File: src/rtl/colour_change_pkg.sv
// -----------------------------------------------------------------------------
// colour_change_pkg
//   Shared definitions for the colour_change pixel filter:
//     - channel width and packed RGB pixel type
//     - colour-mode encodings (2-bit, stored in pending/active mode regs)
//     - greyscale luma weights and the luma helper function
// -----------------------------------------------------------------------------
package colour_change_pkg;

   localparam int CH_W = 8;

   typedef struct packed {
      logic [CH_W-1:0] r;
      logic [CH_W-1:0] g;
      logic [CH_W-1:0] b;
   } rgb_t;

   // Colour-mode encodings
   localparam logic [1:0] MODE_PASS = 2'd0;
   localparam logic [1:0] MODE_INV  = 2'd1;
   localparam logic [1:0] MODE_GREY = 2'd2;
   localparam logic [1:0] MODE_ROT  = 2'd3;

   // Luma weights; they sum to 256 so white maps exactly to 255.
   localparam logic [15:0] GREY_WR = 16'd77;
   localparam logic [15:0] GREY_WG = 16'd150;
   localparam logic [15:0] GREY_WB = 16'd29;

   // Y = (77R + 150G + 29B) >> 8. Maximum sum is 65280, so a 16-bit
   // accumulator never overflows.
   function automatic logic [CH_W-1:0] grey_luma(input logic [CH_W-1:0] r,
                                                 input logic [CH_W-1:0] g,
                                                 input logic [CH_W-1:0] b);
      logic [15:0] acc;
      acc = GREY_WR * 16'(r) + GREY_WG * 16'(g) + GREY_WB * 16'(b);
      return acc[15:8];
   endfunction

endpackage

File: src/rtl/colour_change_btn_sync_edge.sv
// -----------------------------------------------------------------------------
// btn_sync_edge
//   Synchronises an asynchronous button bus into the clk domain and emits a
//   one-cycle pulse on each rising edge of every bit. A held button therefore
//   produces exactly one pulse.
//
//   Ports:
//     clk       in   clock
//     n_rst     in   asynchronous active-low reset
//     async_in  in   WIDTH  raw button levels (asynchronous)
//     pulse     out  WIDTH  one-cycle rising-edge pulses
//
//   SYNC_STAGES must be at least 2.
// -----------------------------------------------------------------------------
module btn_sync_edge #(
   parameter int SYNC_STAGES = 2,
   parameter int WIDTH       = 4
) (
   input  logic             clk,
   input  logic             n_rst,
   input  logic [WIDTH-1:0] async_in,
   output logic [WIDTH-1:0] pulse
);

   logic [WIDTH-1:0] sync_q [SYNC_STAGES];
   logic [WIDTH-1:0] prev_q;

   always_ff @(posedge clk or negedge n_rst) begin
      if (!n_rst) begin
         for (int i = 0; i < SYNC_STAGES; i++) begin
            sync_q[i] <= '0;
         end
         prev_q <= '0;
      end else begin
         sync_q[0] <= async_in;
         for (int i = 1; i < SYNC_STAGES; i++) begin
            sync_q[i] <= sync_q[i-1];
         end
         prev_q <= sync_q[SYNC_STAGES-1];
      end
   end

   assign pulse = sync_q[SYNC_STAGES-1] & ~prev_q;

endmodule

File: src/rtl/colour_change.sv
// -----------------------------------------------------------------------------
// colour_change
//   Pixel-stream colour filter. Applies one of four per-pixel transforms
//   (passthrough, invert, greyscale, channel rotate) to a 24-bit RGB stream
//   and forwards hsync/vsync/VDE with the same fixed 2-cycle latency.
//
//   Interface: there is no valid/ready handshake and no backpressure. One
//   pixel is accepted on every rising clk edge unconditionally; VDE only
//   marks active pixels (data is blanked to 0 when VDE is low).
//
//   Mode control: buttons edit pending_mode; active_mode (the mode actually
//   applied) is loaded from pending_mode on each stage-1 vsync rise, or
//   immediately by btn[3]. Loading always takes the value pending_mode is
//   being updated to in that same cycle.
//
//   Ports:
//     clk          in   pixel clock
//     n_rst        in   asynchronous active-low reset
//     i_vid_data   in   24  pixel, [23:16]=R [15:8]=G [7:0]=B
//     i_vid_hsync  in   horizontal sync
//     i_vid_vsync  in   vertical sync
//     i_vid_VDE    in   data enable
//     btn          in   4   push-buttons (async, active-high)
//                          [0] next mode, [1] previous mode,
//                          [2] clear pending to passthrough, [3] commit now
//     o_vid_data   out  24  transformed pixel
//     o_vid_hsync  out  hsync delayed 2 cycles
//     o_vid_vsync  out  vsync delayed 2 cycles
//     o_vid_VDE    out  VDE delayed 2 cycles
// -----------------------------------------------------------------------------
module colour_change
   import colour_change_pkg::*;
#(
   parameter int SYNC_STAGES = 2
) (
   input  logic        clk,
   input  logic        n_rst,
   input  logic [23:0] i_vid_data,
   input  logic        i_vid_hsync,
   input  logic        i_vid_vsync,
   input  logic        i_vid_VDE,
   input  logic [3:0]  btn,
   output logic [23:0] o_vid_data,
   output logic        o_vid_hsync,
   output logic        o_vid_vsync,
   output logic        o_vid_VDE
);

   // Stage-1 registers
   logic [23:0] s1_data;
   logic        s1_hsync;
   logic        s1_vsync;
   logic        s1_vde;
   logic        s1_vsync_d;     // previous s1_vsync, for frame-edge detect

   // Mode control
   logic [1:0]  pending_mode;
   logic [1:0]  active_mode;
   logic [1:0]  pending_next;
   logic [3:0]  btn_pulse;
   logic        vsync_rise;
   logic        commit;

   // Transform datapath
   rgb_t        pix_in;
   rgb_t        pix_out;
   logic [CH_W-1:0] luma;

   btn_sync_edge #(
      .SYNC_STAGES (SYNC_STAGES),
      .WIDTH       (4)
   ) u_btn_sync_edge (
      .clk      (clk),
      .n_rst    (n_rst),
      .async_in (btn),
      .pulse    (btn_pulse)
   );

   // ---------------------------------------------------------------------
   // Stage 1
   // ---------------------------------------------------------------------
   always_ff @(posedge clk or negedge n_rst) begin
      if (!n_rst) begin
         s1_data    <= '0;
         s1_hsync   <= 1'b0;
         s1_vsync   <= 1'b0;
         s1_vde     <= 1'b0;
         s1_vsync_d <= 1'b0;
      end else begin
         s1_data    <= i_vid_data;
         s1_hsync   <= i_vid_hsync;
         s1_vsync   <= i_vid_vsync;
         s1_vde     <= i_vid_VDE;
         s1_vsync_d <= s1_vsync;
      end
   end

   // ---------------------------------------------------------------------
   // Mode control
   // ---------------------------------------------------------------------
   assign vsync_rise = s1_vsync & ~s1_vsync_d;
   assign commit     = btn_pulse[3] | vsync_rise;

   // Clear beats step; simultaneous up and down cancel out.
   always_comb begin
      pending_next = pending_mode;
      if (btn_pulse[2]) begin
         pending_next = MODE_PASS;
      end else if (btn_pulse[0] && !btn_pulse[1]) begin
         pending_next = pending_mode + 2'd1;
      end else if (btn_pulse[1] && !btn_pulse[0]) begin
         pending_next = pending_mode - 2'd1;
      end
   end

   always_ff @(posedge clk or negedge n_rst) begin
      if (!n_rst) begin
         pending_mode <= MODE_PASS;
         active_mode  <= MODE_PASS;
      end else begin
         pending_mode <= pending_next;
         if (commit) begin
            active_mode <= pending_next;
         end
      end
   end

   // ---------------------------------------------------------------------
   // Transform (combinational on stage-1 pixel)
   // ---------------------------------------------------------------------
   assign pix_in = rgb_t'(s1_data);
   assign luma   = grey_luma(pix_in.r, pix_in.g, pix_in.b);

   always_comb begin
      pix_out = pix_in;
      case (active_mode)
         MODE_INV: begin
            // 255 - c is a bitwise complement for 8-bit channels
            pix_out.r = ~pix_in.r;
            pix_out.g = ~pix_in.g;
            pix_out.b = ~pix_in.b;
         end
         MODE_GREY: begin
            pix_out.r = luma;
            pix_out.g = luma;
            pix_out.b = luma;
         end
         MODE_ROT: begin
            pix_out.r = pix_in.g;
            pix_out.g = pix_in.b;
            pix_out.b = pix_in.r;
         end
         default: begin
            pix_out = pix_in;
         end
      endcase
      if (!s1_vde) begin
         pix_out = '0;
      end
   end

   // ---------------------------------------------------------------------
   // Stage 2 (output registers)
   // ---------------------------------------------------------------------
   always_ff @(posedge clk or negedge n_rst) begin
      if (!n_rst) begin
         o_vid_data  <= '0;
         o_vid_hsync <= 1'b0;
         o_vid_vsync <= 1'b0;
         o_vid_VDE   <= 1'b0;
      end else begin
         o_vid_data  <= pix_out;
         o_vid_hsync <= s1_hsync;
         o_vid_vsync <= s1_vsync;
         o_vid_VDE   <= s1_vde;
      end
   end

endmodule

File: config.mk
export PLATFORM = sky130hd
export DESIGN_NAME = colour_change
export DESIGN_NICKNAME = d
export VERILOG_FILES = /design/src/rtl/colour_change_pkg.sv /design/src/rtl/colour_change_btn_sync_edge.sv /design/src/rtl/colour_change.sv
export SDC_FILE = /design/constraint.sdc
export NUM_CORES = 1
export LEC_CHECK = 0
export CAP_MARGIN = 10
export CORE_ASPECT_RATIO = 0.9
export CORE_UTILIZATION = 50
export CTS_BUF_LIST = sky130_fd_sc_hd__clkbuf_2 sky130_fd_sc_hd__clkbuf_4 sky130_fd_sc_hd__clkbuf_8
export CTS_CLUSTER_DIAMETER = 120
export CTS_CLUSTER_SIZE = 8
export DETAILED_ROUTE_END_ITERATION = 8
export PLACE_DENSITY = 0.78
export SYNTH_ARGS = -nofsm -noshare
export SYNTH_HDL_FRONTEND = slang
export SYNTH_SLANG_ARGS = --single-unit
File: constraint.sdc
create_clock -name clk -period 16.75 [get_ports clk]
set_input_delay 2.5125 -clock clk [delete_from_list [all_inputs] [get_ports clk]]
set_output_delay 2.5125 -clock clk [all_outputs]
set_load 0.005 [all_outputs]
# == Word level (Yosys, flattened, before mapping) ==
# Index checks and enable logic that the tools add are counted.
# op_classes
n_bitwise,8
n_eq_ne,3
mul,3
reduce_logical,4
shift,0
n_addsub,4
n_lt_le_gt_ge,0
div_mod_pow,0
muxes,5
# op_table
cell,n
$pmux W24 S3,1
$mul A7 B8 Y15 const A,2
$mux W24,1
$not A8 Y8,3
$add A15 B16 Y16,1
$add A16 B13 Y16,1
$mul A5 B8 Y13 const A,1
$mux W2,3
$and A4 B4 Y4,1
$eq A2 B2 Y1 const B,2
$not A4 Y4,1
$add A2 B1 Y2 const B,1
$eq A2 B1 Y1 const B,1
$logic_and A1 B1 Y1,2
$logic_not A1 Y1,2
$sub A2 B1 Y2 const B,1
$and A1 B1 Y1,1
$not A1 Y1,1
$or A1 B1 Y1,1
# totals
in_bits,33
n_memories,0
regBits,70
elab_cells,40
rom_bits,0
mem_bits_rw,0
latchBits,0

# == Depth between registers and ports, before layout ==
# Gate-level depths: netlist of the first run.
# depth
word_depth,7
ltp_mapped,25
depth_no_buf,25

# == By module ==
# Synthesis of the first run repeated with hierarchy kept, for this count alone.
# unflattened
hier_cells,525
area_unflattened_um2,5714.2
# modules_own_cells
mod,seq_area_each_um2,area_each_um2,instances,cells_per_inst
colour_change,1451.4,5358.9,1,509
btn_sync_edge,300.3,355.3,1,16

# == Least setup slack after synthesis of the first run ==
# Ideal clock, no wire load.
# synth_timing
path_kind,reg-to-reg
startpoint,register s1_data[12] (netlist: pix_in[12])
endpoint,register o_vid_data[12]
slack_ns,10.291
arrival_time_ns,6.333
period_less_slack_ns,6.459
stages_incl_launch_ff,26
n_path_buf,0
t_required_ns,16.624
setup_ns,0.126
path_cell_list,dfrtp_1 -> ha_1 -> ha_1 -> inv_1 -> fa_1 -> fa_1 -> inv_1 -> ha_1 -> nand3_1 -> nor2_1 -> or3_1 -> xor2_1 -> ha_1 -> fa_1 -> inv_1 -> fa_1 -> fa_1 -> inv_1 -> ha_1 -> a21o_1 -> a211oi_1 -> nor2_1 -> o31a_1 -> xor2_1 -> and2_4 -> o311a_1
# synth_rtl
element,line,text
"start, declared",colour_change.sv:50,logic [23:0] s1_data;
"start signal, assigned",colour_change.sv:90,s1_data <= i_vid_data;
"end signal, assigned",colour_change.sv:172,o_vid_data <= pix_out;
"end, declared",colour_change.sv:43,"output logic [23:0] o_vid_data,"

==> results.json, run 1 <==
{
  "status": "finished clean",
  "cts_setup_buffers": 0,
  "use_met2": 0.3800,
  "grt_pass1_vias": 4164,
  "hold_viol_final": 0,
  "min_period_ns": 6.792,
  "rsz0062_at_grt": "false",
  "final_cell_mix": "92 x inv_1, 84 x ha_1, 70 x dfrtp_1",
  "area_delta_synth_final_pct": 17.17,
  "syn_area_mm2": 0.005722,
  "yosysSeqAreaShare": 0.3061,
  "avgSynthCellArea_um2": 10.54,
  "io_pins": 60,
  "reg2reg_depth": 25,
  "slew_viol_final": 0,
  "synth_cells": 543,
  "clock_skew_ns": 0.005854,
  "dieArea_mm2": 0.01188,
  "groute.usage.overall": 0.2280,
  "viasPerCell": 5.359,
  "rows": 36,
  "async_reset_ff_frac": 1.000,
  "cts-hold-fix-buffers": 0,
  "cts_buffers": 9,
  "path_clk_slew_ns": 0.07,
  "place.gp.congestion": 0.8815,
  "crit_path_max_fanout": 6,
  "vias": 4073,
  "antenna_cells": 0,
  "cts_num_sinks": 70,
  "setup.worst_path.end": "o_vid_data[4]$_DFF_PN0_",
  "drive_gt1_frac": 0.05592,
  "h-tree-depth": 3,
  "setup_viol": 0,
  "required_ns": 16.99,
  "tightest_slew_ns": 0.8320,
  "postCtsResizedCells": 0,
  "yosys_register_bits": 70,
  "max-slew-margin-rel": 0.4453,
  "start_util": 0.5206,
  "cp-end-kind": "flip-flop",
  "clock_path_buffers": 2,
  "die_x_um": 114.8,
  "antenna_violating_nets_post_route": 0,
  "yosysWarnings": 0,
  "crit-reg2reg-launch": "pix_in[12]$_DFF_PN0_",
  "drt-pass1-iter-count": 5,
  "hpwlAfterDp_um": 9970,
  "root_buffer": "clkbuf_8",
  "maxCapViolations": 0,
  "fp.dieH_um": 103.5,
  "r2r_slack_ns": 9.96,
  "max_stage_delay_ns": 0.51,
  "synth_cell_type_count": 46,
  "wl_um": 12450,
  "antenna_found_initial": 0,
  "cpMaxStageDelayCell": "fa_1",
  "gr-max-usage-layer": "met2",
  "synth-main-ff-cell": "dfrtp_1",
  "final_common_cell": "inv_1",
  "overflow": 0,
  "r2r-end": "o_vid_data[4]$_DFF_PN0_",
  "tritoncts": "built",
  "synth-edff-count": 0,
  "hold_path.class": "flip-flop to flip-flop",
  "use_met1": 0.2993,
  "crit_path_start_kind": "flip-flop",
  "grt_max_degree": 71,
  "final_net_count": 775,
  "arrival_ns": 7.03,
  "max_freq_ghz": 0.1472,
  "clk_latency_ns": 0.35,
  "grt_pass1_wl_um": 20300,
  "dr.first_iter.drc_count": 260,
  "fin_tns_setup_ns": 0,
  "drc": 0,
  "io_buffers": 59,
  "fin_crit_sh": 0.4055,
  "core-area_mm2": 0.01099,
  "crit_type": "flip-flop to flip-flop",
  "met3_usage": 0.04720,
  "syn_nets": 715,
  "wire_per_inst_um": 16.38,
  "crit_start": "pix_in[12]$_DFF_PN0_"
}
-- registers in the layout, indices dropped and copies added, names as in the netlist --
register and count:
s1_hsync 1, s1_vsync 1, u_btn_sync_edge.sync_q 8, o_vid_data 24, o_vid_vsync 1, pix_in 24
o_vid_VDE 1, pending_mode 2, active_mode 2, u_btn_sync_edge.prev_q 4, s1_vde 1, o_vid_hsync 1
-- worst min path at each step --
| stage | startpoint | endpoint | depth (start not counted) | slack, ns |
|---|---|---|---|---|
| 6_report | u_btn_sync_edge.sync_q[5]$_DFF_PN0_ | u_btn_sync_edge.sync_q[1]$_DFF_PN0_ | 0 | 0.35 |
| 5_1_grt | u_btn_sync_edge.sync_q[7]$_DFF_PN0_ | u_btn_sync_edge.sync_q[3]$_DFF_PN0_ | 0 | 0.36 |
| 4_1_cts | u_btn_sync_edge.sync_q[5]$_DFF_PN0_ | u_btn_sync_edge.sync_q[1]$_DFF_PN0_ | 0 | 0.35 |
| 3_5_place_dp | u_btn_sync_edge.sync_q[5]$_DFF_PN0_ | u_btn_sync_edge.sync_q[1]$_DFF_PN0_ | 0 | 0.34 |
| 3_3_place_gp | u_btn_sync_edge.sync_q[5]$_DFF_PN0_ | u_btn_sync_edge.sync_q[1]$_DFF_PN0_ | 0 | 0.33 |
| 2_1_floorplan | s1_hsync$_DFF_PN0_ | o_vid_hsync$_DFF_PN0_ | 0 | 0.33 |
-- cell families (layout without fill, tap and decap cells) --
logic type,count (synthesis),in the layout,share of synthesized area
AO/OA/AOI/OAI,93,93,0.1137
XOR/XNOR,17,17,0.02602
adder cells (fa/ha/maj),139,139,0.3761
buffers and inverters,105,170,0.06888
flip-flops,70,70,0.3061
multiplexers,9,9,0.01618
AND/OR/NAND/NOR,110,110,0.09294
-- through the flow --
| step | util | setup WS (ns) | instance area, um^2 | hold WS, ns | cells |
|---|---|---|---|---|---|
| 2_1_floorplan | - | 10.29 | 5722 | 0.3312 | 543 |
| 3_3_place_gp | 0.5888 | 10.11 | 6471 | 0.3322 | 744 |
| 3_5_place_dp | 0.5888 | 9.978 | 6471 | 0.3355 | 744 |
| 4_1_cts | 0.6100 | 9.955 | 6704 | 0.3526 | 760 |
| 5_1_grt | 0.6100 | 9.561 | 6704 | 0.3568 | 760 |
| 6_report | 0.6100 | 9.958 | 6704 | 0.3519 | 760 |
-- synthesized netlist by cell type (all sizes together) (6+ instances only) --
master	n	area share
ha	84	0.18
nor2	35	0.023
a21o	6	0.0079
xnor2	10	0.015
a21oi	26	0.023
dfrtp	70	0.31
xor2	7	0.011
clkbuf	13	0.0085
o21ai	19	0.017
nor3	11	0.0096
nor2b	14	0.015
fa	55	0.19
nand2	22	0.014
mux2i	7	0.012
nand2b	11	0.012
inv	92	0.060
a211oi	9	0.012
nand3	7	0.0061
-- layout make-up --
cell class / count / area, um^2
Tap cell: 152 / 190.2
Clock buffer: 11 / 151.4
Timing Repair Buffer: 62 / 608.1
Sequential cell: 70 / 1752
Multi-Input combinational cell: 368 / 3576
Fill cell: 889 / 4287
Clock inverter: 5 / 81.33
Inverter: 92 / 345.3
-- per-layer routing --
layer	routed length, um	share of wire
met5	0	0
met4	304	0.024
met3	553	0.044
met2	6017	0.48
met1	5570	0.45
-- worst max-delay path, delay by kind of cell, from the launching register on --
kind / cells / cell delay, ns
xor+xnor: 2 / 0.32
simple gates: 5 / 0.78
compound gates: 4 / 0.92
buf+inv: 4 / 0.18
fa+ha+maj: 10 / 4.02
flops: 1 / 0.45
Power of run 1 is left out: the tool's default activity adds up to more than one toggle a clock period on the data nets, which glitch-free logic cannot reach.
==> inputs of run 2 (changes only) <==
==> constraint.sdc (replaced) <==
create_clock -name clk -period 6.7 [get_ports clk]
set_input_delay 1.005 -clock clk [delete_from_list [all_inputs] [get_ports clk]]
set_output_delay 1.005 -clock clk [all_outputs]
set_load 0.005 [all_outputs]
==> run 2 against run 1 <==
  * Register-to-register slack lost 9.7 ns
  * Hold slack improved by 0.0013 ns
  * Non-clock buffer count rose by 10
  * Core utilization increased by 0.99 points
  * Clock skew increased by 0.0033 ns
  * Routed wire length grew 2.1%
  * Highest routed layer unchanged
==> results.json, run 2 (synthesis results as in run 1) <==
{
  "arrival_ns": 6.70,
  "antenna_cells": 0,
  "fin_util": 0.6199,
  "io_pins": 60,
  "status": "finished clean",
  "crit_type": "flip-flop to flip-flop",
  "drc": 0,
  "groute.usage.overall": 0.2320,
  "cts_buffers": 9,
  "crit_chain": "ha_1 > ha_1 > ha_1 > inv_1 > fa_1 > inv_1 > ha_2 > o21a_1 > nor2_1 > xnor2_1 > fa_1 > fa_1 > inv_1 > fa_1 > fa_1 > inv_1 > ha_1 > inv_1 > o31ai_4 > a311oi_2 > o311a_1 > mux2i_2 > nand2_1",
  "place.gp.congestion": 0.9135,
  "reg2reg_depth": 23,
  "fin_area_mm2": 0.006813,
  "clock_skew_ns": 0.009189,
  "antenna_violating_nets_post_route": 0,
  "area_delta_synth_final_pct": 19.07,
  "start_util": 0.5206,
  "hold_path.class": "flip-flop to flip-flop",
  "cp_num_buf_inv": 5,
  "root_buffer": "clkbuf_8",
  "grt_pass1_wl_um": 20750,
  "die_x_um": 114.8,
  "grt_pass1_vias": 4269,
  "wl_um": 12710,
  "cp-end-kind": "flip-flop",
  "final_net_count": 785,
  "antenna_found_initial": 0,
  "path_clk_slew_ns": 0.08,
  "grt_max_degree": 71,
  "tritoncts": "built",
  "drt-pass1-iter-count": 5,
  "rows": 36,
  "hold_ws_ns": 0.3531,
  "dr.first_iter.drc_count": 253,
  "min_period_ns": 6.468,
  "overflow": 0,
  "setup_viol": 0,
  "viasPerCell": 5.344,
  "fp.dieH_um": 103.5,
  "tightest_slew_ns": 0.8444,
  "max_freq_ghz": 0.1546,
  "hpwlAfterDp_um": 9863,
  "cts_num_sinks": 70,
  "core-area_mm2": 0.01099,
  "cp_num_cells": 23,
  "hold_viol_final": 0,
  "crit_family": "adder cells",
  "h-tree-depth": 3,
  "io_buffers": 59,
  "vias": 4115,
  "crit_path_max_fanout": 5,
  "cpMaxStageDelayCell": "fa_1",
  "clock_path_buffers": 2,
  "dieArea_mm2": 0.01188,
  "slew_viol_final": 0,
  "clk_latency_ns": 0.36,
  "max-slew-margin-rel": 0.4371,
  "max_stage_delay_ns": 0.55,
  "required_ns": 6.93,
  "dpl_cell_area_mm2": 0.006524,
  "wire_per_inst_um": 16.51,
  "maxCapViolations": 0,
  "final_cell_mix": "92 x inv_1, 81 x ha_1, 69 x dfrtp_1",
  "drive_gt1_frac": 0.08738,
  "final_common_cell": "inv_1",
  "crit_path_start_kind": "flip-flop",
  "fin_crit_sh": 0.9653,
  "hold_depth": 0
}
run 2: changes by cell type in the layout (fill, tap and decap cells not counted), moves of 2 or more:
cell,delta
ha_2,+2
buf_4,+10
ha_1,-3
clkbuf_8,-2
run 2: worst register-to-register path, cell delays in order, from the launching register on:
cell	delay, ns
dfrtp_1	0.39
ha_1	0.30
ha_1	0.30
ha_1	0.29
inv_1	0.05
fa_1	0.49
inv_1	0.04
ha_2	0.36
o21a_1	0.13
nor2_1	0.05
xnor2_1	0.17
fa_1	0.46
fa_1	0.54
inv_1	0.06
fa_1	0.47
fa_1	0.55
inv_1	0.04
ha_1	0.34
inv_1	0.09
o31ai_4	0.34
a311oi_2	0.19
o311a_1	0.39
mux2i_2	0.22
nand2_1	0.10
run 2: path summary, 6_finish.rpt:
path | startpoint | to | slack [ns]
worst max-delay path | pix_in[11]$_DFF_PN0_ | o_vid_data[7]$_DFF_PN0_ | 0.23
worst min-delay path | u_btn_sync_edge.sync_q[7]$_DFF_PN0_ | u_btn_sync_edge.sync_q[3]$_DFF_PN0_ | 0.35
worst max register to register | pix_in[11]$_DFF_PN0_ | o_vid_data[7]$_DFF_PN0_ | 0.23
worst min register to register | u_btn_sync_edge.sync_q[7]$_DFF_PN0_ | u_btn_sync_edge.sync_q[3]$_DFF_PN0_ | 0.35
max in group asynchronous | n_rst | pix_in[10]$_DFF_PN0_ | 5.28
min in group asynchronous | n_rst | o_vid_data[9]$_DFF_PN0_ | 0.83
run 2: per-stage QoR:
step	setup TNS (ns)	setup slack, ns	std cells
floorplan	0	0.2415	543
global placement	0	0.2032	751
detailed placement	0	0.06315	751
CTS	0	0.03022	767
global route	-0.04202	-0.02537	770
finish	0	0.2325	770
run 2: layer usage:
metal  share of wire  vias to the layer above  global-route usage
li1                -                     1942                   -
met4           0.023                        0             0.07393
met3           0.043                       24             0.03380
met5               0                        -                   0
met1            0.45                     2034              0.3051
met2            0.48                      115              0.4000
run 2: cell type report:
type	count	area, um^2
inverter	92	345.3
tap	152	190.2
fill	888	4178
clock buffer	9	123.9
sequential	70	1753
multi-input combinational	368	3620
clock inverter	7	97.59
timing repair buffer	72	683.2
run 2: repair_timing:
action	in CTS	in global routing
pin swaps	0	5
resized for setup	1	9
endpoints found under the setup margin	2	13
gates cloned	0	0
buffers inserted	0	3
hold buffers	0	0
Power of run 2 is left out for the same reason.
==> inputs of run 3 (changes only) <==
--- a/config.mk
+++ b/config.mk
@@ -5,6 +5,7 @@
 export SDC_FILE = /design/constraint.sdc
 export NUM_CORES = 1
 export LEC_CHECK = 0
+export ABC_CLOCK_PERIOD_IN_PS = 6700
 export CAP_MARGIN = 10
 export CORE_ASPECT_RATIO = 0.9
 export CORE_UTILIZATION = 50
==> results of run 3 <==
The final DEF is identical to that of run 2; final timing and power are the same.
Power of run 3 is left out for the same reason.
